`config.mk`:
```
export PLATFORM = sky130hd
export DESIGN_NAME = regfile_wb_arbiter
export DESIGN_NICKNAME = d
export VERILOG_FILES = /design/src/rtl/regfile_pkg.sv /design/src/rtl/wb_scoreboard.sv /design/src/rtl/regfile_wb_arbiter.sv
export SDC_FILE = /design/constraint.sdc
export NUM_CORES = 1
export LEC_CHECK = 0
export BUFFER_PORTS_ARGS = -buffer_cell sky130_fd_sc_hd__buf_2
export CAP_MARGIN = 40
export CORE_ASPECT_RATIO = 0.75
export CORE_UTILIZATION = 49
export CTS_CLUSTER_DIAMETER = 60
export DETAILED_ROUTE_END_ITERATION = 12
export GPL_TIMING_DRIVEN = 0
export PLACE_DENSITY_LB_ADDON = 0.3
export SLEW_MARGIN = 20
export SYNTH_ARGS = -nofsm -noshare
export SYNTH_HDL_FRONTEND = slang
export SYNTH_SLANG_ARGS = --single-unit
```
`constraint.sdc`:
```
create_clock -name clk -period 1.86 [get_ports clk]
set_input_delay 0.279 -clock clk [delete_from_list [all_inputs] [get_ports clk]]
set_output_delay 0.279 -clock clk [all_outputs]
set_load 0.01 [all_outputs]
```
`src/rtl/regfile_pkg.sv`:
```
// Shared defaults and source encoding for the register-file writeback arbiter.
package regfile_pkg;

  localparam int REG_AW_DEF = 5;
  localparam int DATA_W_DEF = 32;

  typedef enum logic {
    SRC_ALU = 1'b0,
    SRC_MEM = 1'b1
  } src_e;

endpackage

```
`src/rtl/wb_scoreboard.sv`:
```
// Destination scoreboard: tracks registers reserved at issue and awaiting writeback,
// and answers the source-operand hazard queries.
module wb_scoreboard
  import regfile_pkg::*;
#(
  parameter int REG_AW = REG_AW_DEF
) (
  input  logic                   clk,
  input  logic                   rst,
  input  logic                   alloc_valid,
  output logic                   alloc_ready,
  input  logic [REG_AW-1:0]      alloc_dst,
  input  logic                   wr_en,
  input  logic [REG_AW-1:0]      wr_dst,
  input  logic [REG_AW-1:0]      AA,
  input  logic [REG_AW-1:0]      BA,
  output logic                   hazard_a,
  output logic                   hazard_b,
  output logic [(1<<REG_AW)-1:0] pending
);

  localparam int NREGS = 1 << REG_AW;

  logic             alloc_fire;
  logic [NREGS-1:0] set_mask;
  logic [NREGS-1:0] clr_mask;

  assign alloc_ready = !rst && !((alloc_dst != '0) && pending[alloc_dst]);
  assign alloc_fire  = alloc_valid && alloc_ready && (alloc_dst != '0);

  // NOTE: every signal driven in always_comb gets a default first, so no path leaves it unassigned (no latch).
  always_comb begin
    set_mask = '0;
    clr_mask = '0;
    if (alloc_fire) set_mask[alloc_dst] = 1'b1;
    if (wr_en)      clr_mask[wr_dst]    = 1'b1;
  end

  // Set is applied after clear so a same-edge reservation survives the retiring write.
  // NOTE: state is updated with non-blocking assignments only; reset is synchronous and sampled on the edge.
  always_ff @(posedge clk) begin
    if (rst) pending <= '0;
    else     pending <= (pending & ~clr_mask) | set_mask;
  end

  // A write landing this cycle already resolves the hazard, so it is bypassed out.
  assign hazard_a = pending[AA] && (AA != '0) && !(wr_en && (wr_dst == AA));
  assign hazard_b = pending[BA] && (BA != '0) && !(wr_en && (wr_dst == BA));

endmodule

```
`src/rtl/regfile_wb_arbiter.sv`:
```
// Arbitrates ALU and load writebacks onto one registered register-file write port.
// Define WBARB_RR_EN for round-robin conflict resolution; otherwise loads win every conflict.
module regfile_wb_arbiter
  import regfile_pkg::*;
#(
  parameter int REG_AW = REG_AW_DEF,
  parameter int DATA_W = DATA_W_DEF
) (
  input  logic                   clk,
  input  logic                   rst,
  input  logic                   alu_valid,
  output logic                   alu_ready,
  input  logic [REG_AW-1:0]      alu_dst,
  input  logic [DATA_W-1:0]      alu_data,
  input  logic                   mem_valid,
  output logic                   mem_ready,
  input  logic [REG_AW-1:0]      mem_dst,
  input  logic [DATA_W-1:0]      mem_data,
  input  logic                   alloc_valid,
  output logic                   alloc_ready,
  input  logic [REG_AW-1:0]      alloc_dst,
  input  logic [REG_AW-1:0]      AA,
  input  logic [REG_AW-1:0]      BA,
  output logic                   hazard_a,
  output logic                   hazard_b,
  output logic                   RW,
  output logic [REG_AW-1:0]      DA,
  output logic [DATA_W-1:0]      BUS_D,
  output logic [(1<<REG_AW)-1:0] pending
);

  logic              grant_any;
  src_e              grant_src;
  logic [REG_AW-1:0] sel_dst;
  logic [DATA_W-1:0] sel_data;
  logic              do_write;

`ifdef WBARB_RR_EN
  src_e rr_ptr;
  logic conflict;

  assign conflict = !rst && alu_valid && mem_valid;

  always_ff @(posedge clk) begin
    if (rst)           rr_ptr <= SRC_ALU;
    else if (conflict) rr_ptr <= (rr_ptr == SRC_ALU) ? SRC_MEM : SRC_ALU;
  end
`endif

  always_comb begin
    grant_any = 1'b0;
    grant_src = SRC_ALU;
    if (!rst) begin
      if (alu_valid && mem_valid) begin
        grant_any = 1'b1;
`ifdef WBARB_RR_EN
        grant_src = rr_ptr;
`else
        grant_src = SRC_MEM;
`endif
      end else if (alu_valid) begin
        grant_any = 1'b1;
        grant_src = SRC_ALU;
      end else if (mem_valid) begin
        grant_any = 1'b1;
        grant_src = SRC_MEM;
      end
    end
  end

  assign alu_ready = grant_any && (grant_src == SRC_ALU);
  assign mem_ready = grant_any && (grant_src == SRC_MEM);

  assign sel_dst  = (grant_src == SRC_MEM) ? mem_dst  : alu_dst;
  assign sel_data = (grant_src == SRC_MEM) ? mem_data : alu_data;

  // R0 writes still handshake but never reach the port.
  assign do_write = grant_any && (sel_dst != '0);

  always_ff @(posedge clk) begin
    if (rst) begin
      RW    <= 1'b0;
      DA    <= '0;
      BUS_D <= '0;
    end else begin
      RW <= do_write;
      if (do_write) begin
        DA    <= sel_dst;
        BUS_D <= sel_data;
      end
    end
  end

  wb_scoreboard #(
    .REG_AW (REG_AW)
  ) u_scoreboard (
    .clk         (clk),
    .rst         (rst),
    .alloc_valid (alloc_valid),
    .alloc_ready (alloc_ready),
    .alloc_dst   (alloc_dst),
    .wr_en       (RW),
    .wr_dst      (DA),
    .AA          (AA),
    .BA          (BA),
    .hazard_a    (hazard_a),
    .hazard_b    (hazard_b),
    .pending     (pending)
  );

endmodule

```
==> metrics <==
Die Ht=83.18 um; Sink Count=70; CP arrival=1820 ps; GR Layer Usage met1=46.21%; Initial DRT Pass Iterations=5; setup TNS=-669.2 ps; gr ovfl total=0; Slew Limit Fails=0; WP data required=1580 ps; insertion delay to the later sink of the worst-skew pair=330 ps; static leakage=0.002485 uW; fin nets=742; vias post-DR=4,704; Iter 0 DRT Violations=495; largest net degree at the start of global routing=13; Site Rows=29; CTS buffer count=9; Routed WL=14,840 um; Setup crit end kind=output port; synthesized net count=567; number of port buffers=164; r2r worst-path depth=4; num ports=169; final hold vios=0; Worst-path clk slew=60 ps; R2R Setup Slk=80 ps; share of layout cells above drive strength 1=41.04%; Post-synth EDFFs=0; main flop type after synthesis=dfxtp_1; Initial Utilization=50.71%; routing usage on met3=8.399%; Die Area=9169 um^2; Tcrit/Tclk final=113.1%; Tmin final=2103 ps; worst r2r src=RW$_SDFF_PP0_; mapped cell area=4305 um^2; WHS=285.2 ps; Worst Hold Class=in2reg; CORE AREA=8491 um^2; H-Tree Depth=3; CTS Buffer Depth=2; flop and latch count out of synthesis=70; DP HPWL=11,100 um; RR Endpoint=u_scoreboard.pending[12]$_SDFF_PP0_; failing checks=negative setup slack; final antenna-violating net count=0; post-synth top area share=32.55%; most common cell after layout, fill and taps aside=buf_2; Avg WL per Cell=19.49 um; yosys warns=0; vias in the first global route=4,627; layer with the highest usage=met2; Post-Syn Area per Cell=9.102 um^2; pwr/cell area=744.7 nW/um^2; RSZ-0062 raised after global routing=yes; PnR worst setup slack=-243.0 ps; WHS Path Cells=3; layout overhead on the synthesized area=32.20%; initial antenna violation count=0; most frequent cells in the layout=buf_2 (178), dfxtp_1 (51), nand2_1 (51), mux2i_1 (51), a211oi_1 (38); leading area contributor after synthesis=dfxtp_1; DRC Markers=0; register area share after synthesis=32.55%; antenna diode count=0; cells after synthesis=473; Design Power=4239 uW; Max Cap Violations=0; Worst slew margin=48.64%; WS Path Type=reg2out; Die Wd=110.2 um; Tot GR Track Use=33.65%; first-pass GRT wire length=23,470 um; Synth async-reset ratio=0%; Synth cell types=54; VDD IR max=0.8159 mV; Critical Path Fanout Max=5; CTS tree=done; final clock skew=4.764 ps; worst hold endpoint=BUS_D[25]$_SDFFE_PP0P_; HP Start=alu_data[25]; GPL Wtd Cong=0.9477; Synth area leaders=dfxtp_1 (33%), mux2i_1 (13%), mux4_2 (8.4%), a211oi_1 (6.6%), nand2_1 (4.4%); GR Layer Usage met2=52.39%; Filler cells=757; f_max=475.5 MHz; # setup viols final=3; Vias per Instance=6.181; type of origin of the critical path=flip-flop; Root Driver=clkbuf_16; Worst-Margin Slew=767.1 ps; status=finished, violations left
## synth_stat cells (2+ instances only)
cell,count
a211oi_1,38
nor3b_1,6
nor4bb_1,2
mux2_2,8
nand2_1,51
o21ai_1,27
o221a_2,2
nand3b_1,6
buf_2,14
a21oi_1,37
o21ai_0,6
and3_1,5
nor2_1,6
nand3_1,19
buf_6,2
and3b_1,3
clkbuf_1,21
nand2b_1,3
and2_1,2
mux2i_1,54
dfxtp_1,70
nor4_1,3
inv_1,6
nor2b_1,5
xnor2_1,6
mux4_2,16
a221oi_2,2
nand4_1,2
o211ai_1,16
xor2_1,4
buf_4,3
nor3_1,6
## report_power, final
part	internal, uW	leakage, uW	total (uW)	switching (uW)
clock	1210	0.000154	1860	656
sequential	1570	0.000584	1610	44.3
combinational	327	0.00175	767	440
total	3100	0.00248	4240	1140
## cell type report
cell class	count	area (um^2)	area share, %
Tap cell	108	135.1	2.374
Timing Repair Buffer	165	828.3	14.55
Sequential cell	70	1438	25.26
Clock buffer	10	239.0	4.199
Multi-Input combinational cell	354	2723	47.83
Clock inverter	6	85.08	1.495
Inverter	6	22.52	0.3957
Buffer	42	221.5	3.891
## cell families after synthesis
group,synth area share [%]
AOI/OAI and AO/OA,21.13
and+or+nand+nor,15.69
xor gates and xnor gates,2.034
buffers and inverters,5.580
DFF,32.55
muxes,23.02
## worst max path at each step
stage                                   startpoint          end  slack, ps  cells past startpoint
2_1_floorplan                         alloc_dst[0]  alloc_ready          7                      6
3_3_place_gp                          alloc_dst[3]  alloc_ready       -200                      7
3_5_place_dp                          alloc_dst[3]  alloc_ready       -210                      7
4_1_cts        u_scoreboard.pending[11]$_SDFF_PP0_     hazard_a       -230                      5
5_1_grt        u_scoreboard.pending[23]$_SDFF_PP0_     hazard_b       -290                      5
6_report       u_scoreboard.pending[27]$_SDFF_PP0_     hazard_b       -240                      5
## what timing repair did
action                                  CTS  global route
cloned                                    0             0
setup buffers                             1             0
endpoints found under the setup margin    3             8
pin swaps                                 2             1
resized for setup                        29            11
hold buffers                              0             0
## through the flow
step / cell area, um^2 / setup slack, ps / utilization, % / cells
finish: 5692 / -243.0 / 67.04 / 761
global route: 5692 / -289.1 / 67.04 / 761
CTS: 5654 / -225.8 / 66.59 / 762
detailed placement: 5266 / -206.1 / 62.02 / 745
global placement: 5261 / -199.5 / 61.97 / 745
floorplan: 4305 / 7.393 / - / 473
## sequential cells by signal (all words and copies together) (netlist names)
signal / count
u_scoreboard.pending: 32
RW: 1
BUS_D: 32
DA: 5
## routing by layer
layer,part of all wire (%),up-vias
met2,46,262
met5,0,-
met3,9.9,31
li1,-,2152
met1,42,2259
met4,1.8,0
## worst max-delay path, stage by stage (launching register included)
cell and delay [ps]:
dfxtp_2 340, mux4_2 530, mux2i_2 200, o32ai_2 120, o21a_1 170, buf_2 130
(Power assumes the default switching activity.)
